## config.mk

```make
export PLATFORM = sky130hd
export DESIGN_NAME = multicycle_ctrl_flat
export DESIGN_NICKNAME = d
export VERILOG_FILES = /design/src/rtl/multicycle_ctrl_if.sv /design/src/rtl/multicycle_ctrl.sv /design/src/flat_wrapper.sv
export SDC_FILE = /design/constraint.sdc
export NUM_CORES = 1
export LEC_CHECK = 0
export CORE_UTILIZATION = 39
export DETAILED_ROUTE_END_ITERATION = 8
export PLACE_DENSITY = 0.75
export SLEW_MARGIN = 20
export SYNTH_ARGS = -nofsm -noshare
export SYNTH_HDL_FRONTEND = slang
export SYNTH_SLANG_ARGS = --single-unit
```

## constraint.sdc

```tcl
create_clock -name clk -period 1.5 [get_ports clk]
set_clock_uncertainty 0.05 [all_clocks]
set_input_delay 0.3 -clock clk [delete_from_list [all_inputs] [get_ports clk]]
set_output_delay 0.3 -clock clk [all_outputs]
set_load 0.01 [all_outputs]
```

## src/rtl/multicycle_ctrl_if.sv

```systemverilog
// Control/handshake bundle between multicycle_ctrl (master) and the datapath and memories (slave).
interface multicycle_ctrl_if #(
  parameter int unsigned DATA_WIDTH = 32
);
  logic [DATA_WIDTH-1:0] instr;
  logic                  alu_zero;
  logic                  imem_ready;
  logic                  dmem_ready;
  logic                  imem_req;
  logic                  dmem_req;
  logic                  ir_en;
  logic                  pc_en;
  logic                  pc_src;
  logic                  reg_write;
  logic                  result_src;
  logic                  alu_src_b;
  logic [2:0]            alu_ctrl;
  logic [2:0]            imm_src;
  logic                  illegal_instr;
  logic [DATA_WIDTH-1:0] instret;

  modport master (
    input  instr, alu_zero, imem_ready, dmem_ready,
    output imem_req, dmem_req, ir_en, pc_en, pc_src, reg_write, result_src, alu_src_b,
           alu_ctrl, imm_src, illegal_instr, instret
  );

  modport slave (
    output instr, alu_zero, imem_ready, dmem_ready,
    input  imem_req, dmem_req, ir_en, pc_en, pc_src, reg_write, result_src, alu_src_b,
           alu_ctrl, imm_src, illegal_instr, instret
  );
endinterface

```

## src/rtl/multicycle_ctrl.sv

```systemverilog
// Multi-cycle control FSM (fetch/decode/exec/mem/wb) for addi, bne and lw, with retire counter.
// Define MULTICYCLE_CTRL_ILLEGAL_TRAP_EN to trap unsupported opcodes; otherwise they retire as NOPs.
module multicycle_ctrl #(
  parameter int unsigned DATA_WIDTH = 32
) (
  input logic               clk,
  input logic               rst,
  multicycle_ctrl_if.master bus
);

  localparam logic [6:0] OpAddi = 7'b0010011;
  localparam logic [6:0] OpBne  = 7'b1100011;
  localparam logic [6:0] OpLw   = 7'b0000011;

  localparam logic [2:0] AluSum = 3'b000;
  localparam logic [2:0] AluSub = 3'b001;
  localparam logic [2:0] ImmI   = 3'd0;
  localparam logic [2:0] ImmB   = 3'd3;

  localparam logic [DATA_WIDTH-1:0] InstretOne = {{(DATA_WIDTH-1){1'b0}}, 1'b1};

`ifdef MULTICYCLE_CTRL_ILLEGAL_TRAP_EN
  typedef enum logic [2:0] {StFetch, StDecode, StExec, StMem, StWb, StTrap} state_e;
`else
  typedef enum logic [2:0] {StFetch, StDecode, StExec, StMem, StWb} state_e;
`endif

  state_e                state_q, state_d;
  logic [DATA_WIDTH-1:0] instret_q;
  logic [6:0]            opcode;
  logic                  is_legal;
  logic                  unused_instr;

  logic       imem_req, dmem_req, ir_en, pc_en, pc_src;
  logic       reg_write, result_src, alu_src_b, illegal_instr;
  logic [2:0] alu_ctrl, imm_src;

  assign opcode       = bus.instr[6:0];
  assign unused_instr = ^bus.instr[DATA_WIDTH-1:7];
  assign is_legal     = opcode inside {OpAddi, OpBne, OpLw};

  always_comb begin
    state_d = state_q;
    unique case (state_q)
      StFetch:  if (bus.imem_ready) state_d = StDecode;
      StDecode: begin
        if (is_legal) begin
          state_d = StExec;
        end else begin
`ifdef MULTICYCLE_CTRL_ILLEGAL_TRAP_EN
          state_d = StTrap;
`else
          state_d = StFetch;
`endif
        end
      end
      StExec:   state_d = (opcode == OpLw) ? StMem : StFetch;
      StMem:    if (bus.dmem_ready) state_d = StWb;
      StWb:     state_d = StFetch;
`ifdef MULTICYCLE_CTRL_ILLEGAL_TRAP_EN
      StTrap:   state_d = StTrap;
`endif
      default:  state_d = StFetch;
    endcase
  end

  // Strobes are decoded from the current state and gated off while reset is held,
  // so imem_req stays low until the first cycle after release.
  always_comb begin
    imem_req      = 1'b0;
    dmem_req      = 1'b0;
    ir_en         = 1'b0;
    pc_en         = 1'b0;
    pc_src        = 1'b0;
    reg_write     = 1'b0;
    result_src    = 1'b0;
    alu_src_b     = 1'b0;
    alu_ctrl      = AluSum;
    imm_src       = ImmI;
    illegal_instr = 1'b0;
    if (rst) begin
      unique case (state_q)
        StFetch: begin
          imem_req = 1'b1;
          ir_en    = bus.imem_ready;
        end
        StDecode: begin
`ifndef MULTICYCLE_CTRL_ILLEGAL_TRAP_EN
          if (!is_legal) pc_en = 1'b1;
`endif
        end
        StExec: begin
          case (opcode)
            OpAddi: begin
              alu_ctrl  = AluSum;
              alu_src_b = 1'b1;
              imm_src   = ImmI;
              reg_write = 1'b1;
              pc_en     = 1'b1;
            end
            OpBne: begin
              alu_ctrl = AluSub;
              imm_src  = ImmB;
              pc_en    = 1'b1;
              pc_src   = ~bus.alu_zero;
            end
            OpLw: begin
              alu_ctrl  = AluSum;
              alu_src_b = 1'b1;
              imm_src   = ImmI;
              dmem_req  = 1'b1;
            end
            default: ;
          endcase
        end
        StMem: begin
          // Address path held stable for the whole access.
          dmem_req  = 1'b1;
          alu_ctrl  = AluSum;
          alu_src_b = 1'b1;
          imm_src   = ImmI;
        end
        StWb: begin
          reg_write  = 1'b1;
          result_src = 1'b1;
          pc_en      = 1'b1;
        end
`ifdef MULTICYCLE_CTRL_ILLEGAL_TRAP_EN
        StTrap:  illegal_instr = 1'b1;
`endif
        default: ;
      endcase
    end
  end

  always_ff @(posedge clk or negedge rst) begin
    if (!rst) begin
      state_q   <= StFetch;
      instret_q <= '0;
    end else begin
      state_q <= state_d;
      if (pc_en) instret_q <= instret_q + InstretOne;
    end
  end

  assign bus.imem_req      = imem_req;
  assign bus.dmem_req      = dmem_req;
  assign bus.ir_en         = ir_en;
  assign bus.pc_en         = pc_en;
  assign bus.pc_src        = pc_src;
  assign bus.reg_write     = reg_write;
  assign bus.result_src    = result_src;
  assign bus.alu_src_b     = alu_src_b;
  assign bus.alu_ctrl      = alu_ctrl;
  assign bus.imm_src       = imm_src;
  assign bus.illegal_instr = illegal_instr;
  assign bus.instret       = instret_q;

endmodule
```

## src/flat_wrapper.sv

```systemverilog
// flat-port wrapper written by rule: the top's interface ports become plain ports
module multicycle_ctrl_flat 
#(
  parameter int unsigned DATA_WIDTH = 32
)
  (clk, rst, bus_instr, bus_alu_zero, bus_imem_ready, bus_dmem_ready, bus_imem_req, bus_dmem_req, bus_ir_en, bus_pc_en, bus_pc_src, bus_reg_write, bus_result_src, bus_alu_src_b, bus_alu_ctrl, bus_imm_src, bus_illegal_instr, bus_instret);
  multicycle_ctrl_if #(.DATA_WIDTH(DATA_WIDTH)) bus_i ();
  input logic clk;
  input logic rst;
  input wire logic [$bits(bus_i.instr)-1:0] bus_instr;
  input wire logic [$bits(bus_i.alu_zero)-1:0] bus_alu_zero;
  input wire logic [$bits(bus_i.imem_ready)-1:0] bus_imem_ready;
  input wire logic [$bits(bus_i.dmem_ready)-1:0] bus_dmem_ready;
  output wire logic [$bits(bus_i.imem_req)-1:0] bus_imem_req;
  output wire logic [$bits(bus_i.dmem_req)-1:0] bus_dmem_req;
  output wire logic [$bits(bus_i.ir_en)-1:0] bus_ir_en;
  output wire logic [$bits(bus_i.pc_en)-1:0] bus_pc_en;
  output wire logic [$bits(bus_i.pc_src)-1:0] bus_pc_src;
  output wire logic [$bits(bus_i.reg_write)-1:0] bus_reg_write;
  output wire logic [$bits(bus_i.result_src)-1:0] bus_result_src;
  output wire logic [$bits(bus_i.alu_src_b)-1:0] bus_alu_src_b;
  output wire logic [$bits(bus_i.alu_ctrl)-1:0] bus_alu_ctrl;
  output wire logic [$bits(bus_i.imm_src)-1:0] bus_imm_src;
  output wire logic [$bits(bus_i.illegal_instr)-1:0] bus_illegal_instr;
  output wire logic [$bits(bus_i.instret)-1:0] bus_instret;
  assign bus_i.instr = bus_instr;
  assign bus_i.alu_zero = bus_alu_zero;
  assign bus_i.imem_ready = bus_imem_ready;
  assign bus_i.dmem_ready = bus_dmem_ready;
  assign bus_imem_req = bus_i.imem_req;
  assign bus_dmem_req = bus_i.dmem_req;
  assign bus_ir_en = bus_i.ir_en;
  assign bus_pc_en = bus_i.pc_en;
  assign bus_pc_src = bus_i.pc_src;
  assign bus_reg_write = bus_i.reg_write;
  assign bus_result_src = bus_i.result_src;
  assign bus_alu_src_b = bus_i.alu_src_b;
  assign bus_alu_ctrl = bus_i.alu_ctrl;
  assign bus_imm_src = bus_i.imm_src;
  assign bus_illegal_instr = bus_i.illegal_instr;
  assign bus_instret = bus_i.instret;
  multicycle_ctrl #(.DATA_WIDTH(DATA_WIDTH)) u_core (.clk(clk), .rst(rst), .bus(bus_i));
endmodule
```

Yosys cells after proc, flatten, opt, wreduce, memory -nomap -nowiden --
Index checks and enable logic that the tools add are counted.
Cells by class: add/sub/neg operators 1, equal/unequal tests 9, mux-type cells 33, bitwise gates (word level) 1, reduce and logical (&&, ||, !) cells 5
Operators with widths (count):
- 32-bit by 1-bit adder with 32-bit output, second input constant | 1
- 1-bit two-way mux | 19
- 3-bit two-way mux | 6
- 3-bit one-hot mux with 4 select lines | 1
- 7-bit by 2-bit equality test with 1-bit output, second input constant | 1
- 7-bit by 5-bit equality test with 1-bit output, second input constant | 1
- 7-bit equality test, second input constant | 1
- 3-bit by 2-bit equality test with 1-bit output, second input constant | 2
- 2-bit two-way mux | 3
- 1-bit one-hot mux with 2 select lines | 3
- 2-bit inequality test, second input constant | 2
- 2-bit OR reduction | 2
- 3-bit by 1-bit equality test with 1-bit output, second input constant | 1
- 3-bit equality test, second input constant | 1
- 3-bit zero test | 1
- 1-bit one-hot mux with 3 select lines | 1
- 3-bit nonzero test | 1
- 2-bit AND reduction | 1
- 1-bit NOT | 1
Storage, ports and cells: bits in registers 35, output and inout bits 47

Logic depth before layout (Yosys ltp) --
depth in word-level cells 5, gate-level depth with buffers 6

Least setup slack after synthesis --
Ideal clock, no wire load.
path kind register -> register, start register u_core.state_q[2], end register u_core.instret_q[1] (netlist: u_core.bus.instret[1]), setup time 0.125 ns, data arrival time 1.617 ns, path slack -0.292 ns, cell stages (with the launch flop) 6, buffers on the path 0, clock period less this slack 1.792 ns, path through dfrtp_1 > and2b_1 > and3b_2 > a22oi_4 > nor2b_1 > mux2_2
On the way: word-level cells in the longest chain between the ends 3, elaborated cells on any way between the ends 5
RTL lines:
- start: declaration | line multicycle_ctrl.sv:28 | state_e state_q, state_d;
- start signal: assignment | line multicycle_ctrl.sv:138 | state_q <= StFetch;
- start signal: assignment | line multicycle_ctrl.sv:141 | state_q <= state_d;
- 3-bit equality test (tied with other cells) | line multicycle_ctrl.sv:82 | unique case (state_q)
- 1-bit one-hot mux with 3 select lines * | line multicycle_ctrl.sv:82
- 1-bit two-way mux * | line multicycle_ctrl.sv:81 | if (rst) begin
- net bus_pc_en | line flat_wrapper.sv:17 | output wire logic [$bits(bus_i.pc_en)-1:0] bus_pc_en;
- end signal: assignment | line multicycle_ctrl.sv:142 | if (pc_en) instret_q <= instret_q + InstretOne;
- end: declaration | line multicycle_ctrl.sv:29 | logic [DATA_WIDTH-1:0] instret_q;
The timed path passes the listed nets; every way through them passes the cells marked *. A chain may end at the register's enable or synchronous reset.

Worst setup path in the final report --
start register u_core.state_q[2], end register u_core.instret_q[20] (netlist: u_core.bus.instret[20])
On the way: word-level cells in the longest chain between the ends 3, elaborated cells on any way between the ends 5
RTL lines (line):
- 3-bit equality test (tied with other cells) | multicycle_ctrl.sv:82
- 1-bit one-hot mux with 3 select lines * | multicycle_ctrl.sv:82
- 1-bit two-way mux * | multicycle_ctrl.sv:81
Every way passes the cells marked *; elsewhere a longest branch is shown, timed or not.

==> out/results.ini <==
[clock_network]
clock-sinks = 35
h-tree-depth = 2
insertion_delay_ps = 290
cts_max_path_buffers = 2
cts_tree = done
cts_buffers = 5
clk_pin_slew_worst_paths_ps = 70
cts-root-buf = clkbuf_8

[logic_synthesis]
synth_top_area_frac = 0.437
ys_async_sr_fraction = 1.00
syn_inst = 186
ys_seq_elements = 35
synth-edff-count = 0
synth-seq-area-share = 0.437
ys.flop_type = dfrtp_1
yosysTopAreaCell = dfrtp_1
syn-cell-area_mm2 = 0.00201
yosysMostFrequentCell = dfrtp_1
synth.area.top_cells = dfrtp_1 44%, xor2_1 13%, nor4_2 8.1%, nand2_1 3.4%, nor3_1 2.5%
syn_avg_cell_area_um2 = 10.8
ys.warnings.count = 0
yosys.cell_types.count = 42
synthTopCellsByCount = 35 x dfrtp_1, 30 x xor2_1, 18 x nand2_1

[setup_path]
cp_num_cells = 8
cp_max_fo = 6
cpMostUsedCell = buf_6
cp-end-kind = flip-flop
required_ps = 1650
rr_worst_depth = 8
crit_slowest_cell = dfrtp_1
cp-start-kind = flip-flop
critPathKind = reg2reg
cp_top_family = simple AND/OR/NAND/NOR gates
cp-startpoint = u_core.state_q[2]$_DFFE_PN0P_
cp.arrival_ps = 2130
path_cells = and2b_1, and3b_2, buf_6, a22oi_4, buf_6, buf_12, nor4b_4, xor2_1
r2r_slack_ps = -480
worst-path-buf-inv = 3
r2r-end = u_core.bus.instret[20]$_DFFE_PN0P_
r2r_start = u_core.state_q[2]$_DFFE_PN0P_
endpoint = u_core.bus.instret[20]$_DFFE_PN0P_
cp_slowest_stage_delay_ps = 410

[die]
core-area_mm2 = 0.00485
rows = 25
initial_core_util = 0.414
die_height_um = 73.7
dieArea_mm2 = 0.00543
ios = 84
die_w_um = 73.7

[finish]
layout.nets = 353
multi_input_area_mm2 = 0.00140
diodes = 0
syn2layout_area_growth_pct = 81.6
post-route-util = 0.751
fillers = 323
ff_latch_area_um2 = 882
drive_gt1_frac = 0.506

[route]
vias = 1921
dr.pass1.iters = 4
drt_iter0_markers = 96
wirelength_um = 6340
drcViolationCount = 0
via_per_inst = 5.02
antenna_left = 0
wl_per_cell_um = 16.5

[timing]
final_max_slew_viol_count = 0
setup_tns_ps = -15510
fin_hold_ws_ps = 9.18
post-route-period-util = 1.32
finalSetupViolCount = 45
fmax_ghz = 0.505
layout_min_cycle_time_ps = 1980
rsz0062_at_grt = yes
hold_viol = 0
setup_ws_ps = -480

[power]
peakVddDrop_mv = 1.00
leakagePower_nw = 2.18
pwr_density_cell_mw_per_mm2 = 791

[global_route]
grt_usage = 0.221
grt_antenna_before_repair = 0
grt_pass1_vias = 1868
grt_pass1_wl_um = 8830
gr-total-overflow = 0
grt_max_degree = 32

[flow_run]
max_cap_viol_count = 0

[status]
run_status = complete, but fails checks
violations = setup timing

[min_path]
hp-class = in2async

[place]
place.gp.congestion = 0.795
place_hpwl_um = 3850
io_buffers = 54

## layout by cell type, fill, tap and decap left out, drive strengths merged, types with 2 or more instances in the layout
master	instances
nor3	11
nor2	10
conb	4
or2	2
nor3b	2
inv	2
o21ai	2
nor2b	2
dlygate4sd2	31
nand4	7
nand2	18
and3b	2
dfrtp	35
buf	87
xor2	30
nand2b	3
clkdlybuf4s15	6
nor4	13
clkdlybuf4s50	3
nand3	8
and3	5
a21oi	3
nor4b	3
clkbuf	9
## per-stage QoR
step,cell area (um2),power (mW),setup WS [ps],std cells
after detailed placement,3190,1.90,-961,360
final,3640,2.88,-480,383
after global placement,3190,1.88,-914,360
after floorplan,2180,1.42,-165,189
after global routing,3640,2.99,-519,383
after CTS,3450,2.79,-456,379
## worst min path at each step
stage | start | end | slack [ps] | cells past startpoint
2_1_floorplan | rst | u_core.bus.instret[0]$_DFFE_PN0P_ | -50 | 0
3_3_place_gp | rst | u_core.bus.instret[0]$_DFFE_PN0P_ | 290 | 2
3_5_place_dp | rst | u_core.state_q[0]$_DFFE_PN0P_ | 300 | 2
4_1_cts | rst | u_core.state_q[0]$_DFFE_PN0P_ | 2 | 2
5_1_grt | rst | u_core.state_q[1]$_DFFE_PN0P_ | 20 | 2
6_report | rst | u_core.state_q[2]$_DFFE_PN0P_ | 9 | 2
## metal layers
| metal | part of all wire | GRT usage | up-vias | wire (um) |
|---|---|---|---|---|
| met4 | 0.011 | 0.0812 | 0 | 70 |
| met2 | 0.54 | 0.386 | 52 | 3450 |
| met1 | 0.41 | 0.267 | 948 | 2580 |
| li1 | - | - | 912 | - |
| met5 | 0 | 0 | - | 0 |
| met3 | 0.037 | 0.0466 | 9 | 235 |
## power breakdown
| part | total [mW] | switching (mW) | internal, mW |
|---|---|---|---|
| Combinational | 0.891 | 0.422 | 0.469 |
| Clock | 0.894 | 0.356 | 0.538 |
| Sequential | 1.10 | 0.0698 | 1.03 |
## flip-flops by register name, summed over array words and instances, names as in the netlist
register and cells:
u_core.state_q 3, u_core.bus.instret 32
## logic make-up after synthesis
logic type,share of synthesized area
xor+xnor,0.135
flops,0.437
other cells,0.00187
mux,0.0106
buf+inv,0.0468
simple gates,0.316
compound gates,0.0468
fa+ha+maj,0.00624
## area by class of cell
class	count	area share
Clock buffer	6	0.0227
Clock inverter	2	0.00962
Inverter	2	0.00206
Multi-Input combinational cell	140	0.384
Sequential cell	35	0.242
Tap cell	67	0.0230
Timing Repair Buffer	131	0.316
## repair_timing
action / CTS / global route
buffers inserted: 14 / 3
hold buffers: 0 / 0
endpoints found under the setup margin: 76 / 49
pin swaps: 15 / 22
gates resized for setup: 122 / 27
cloned: 0 / 4
Note: power is estimated with default switching activity, not from simulation.
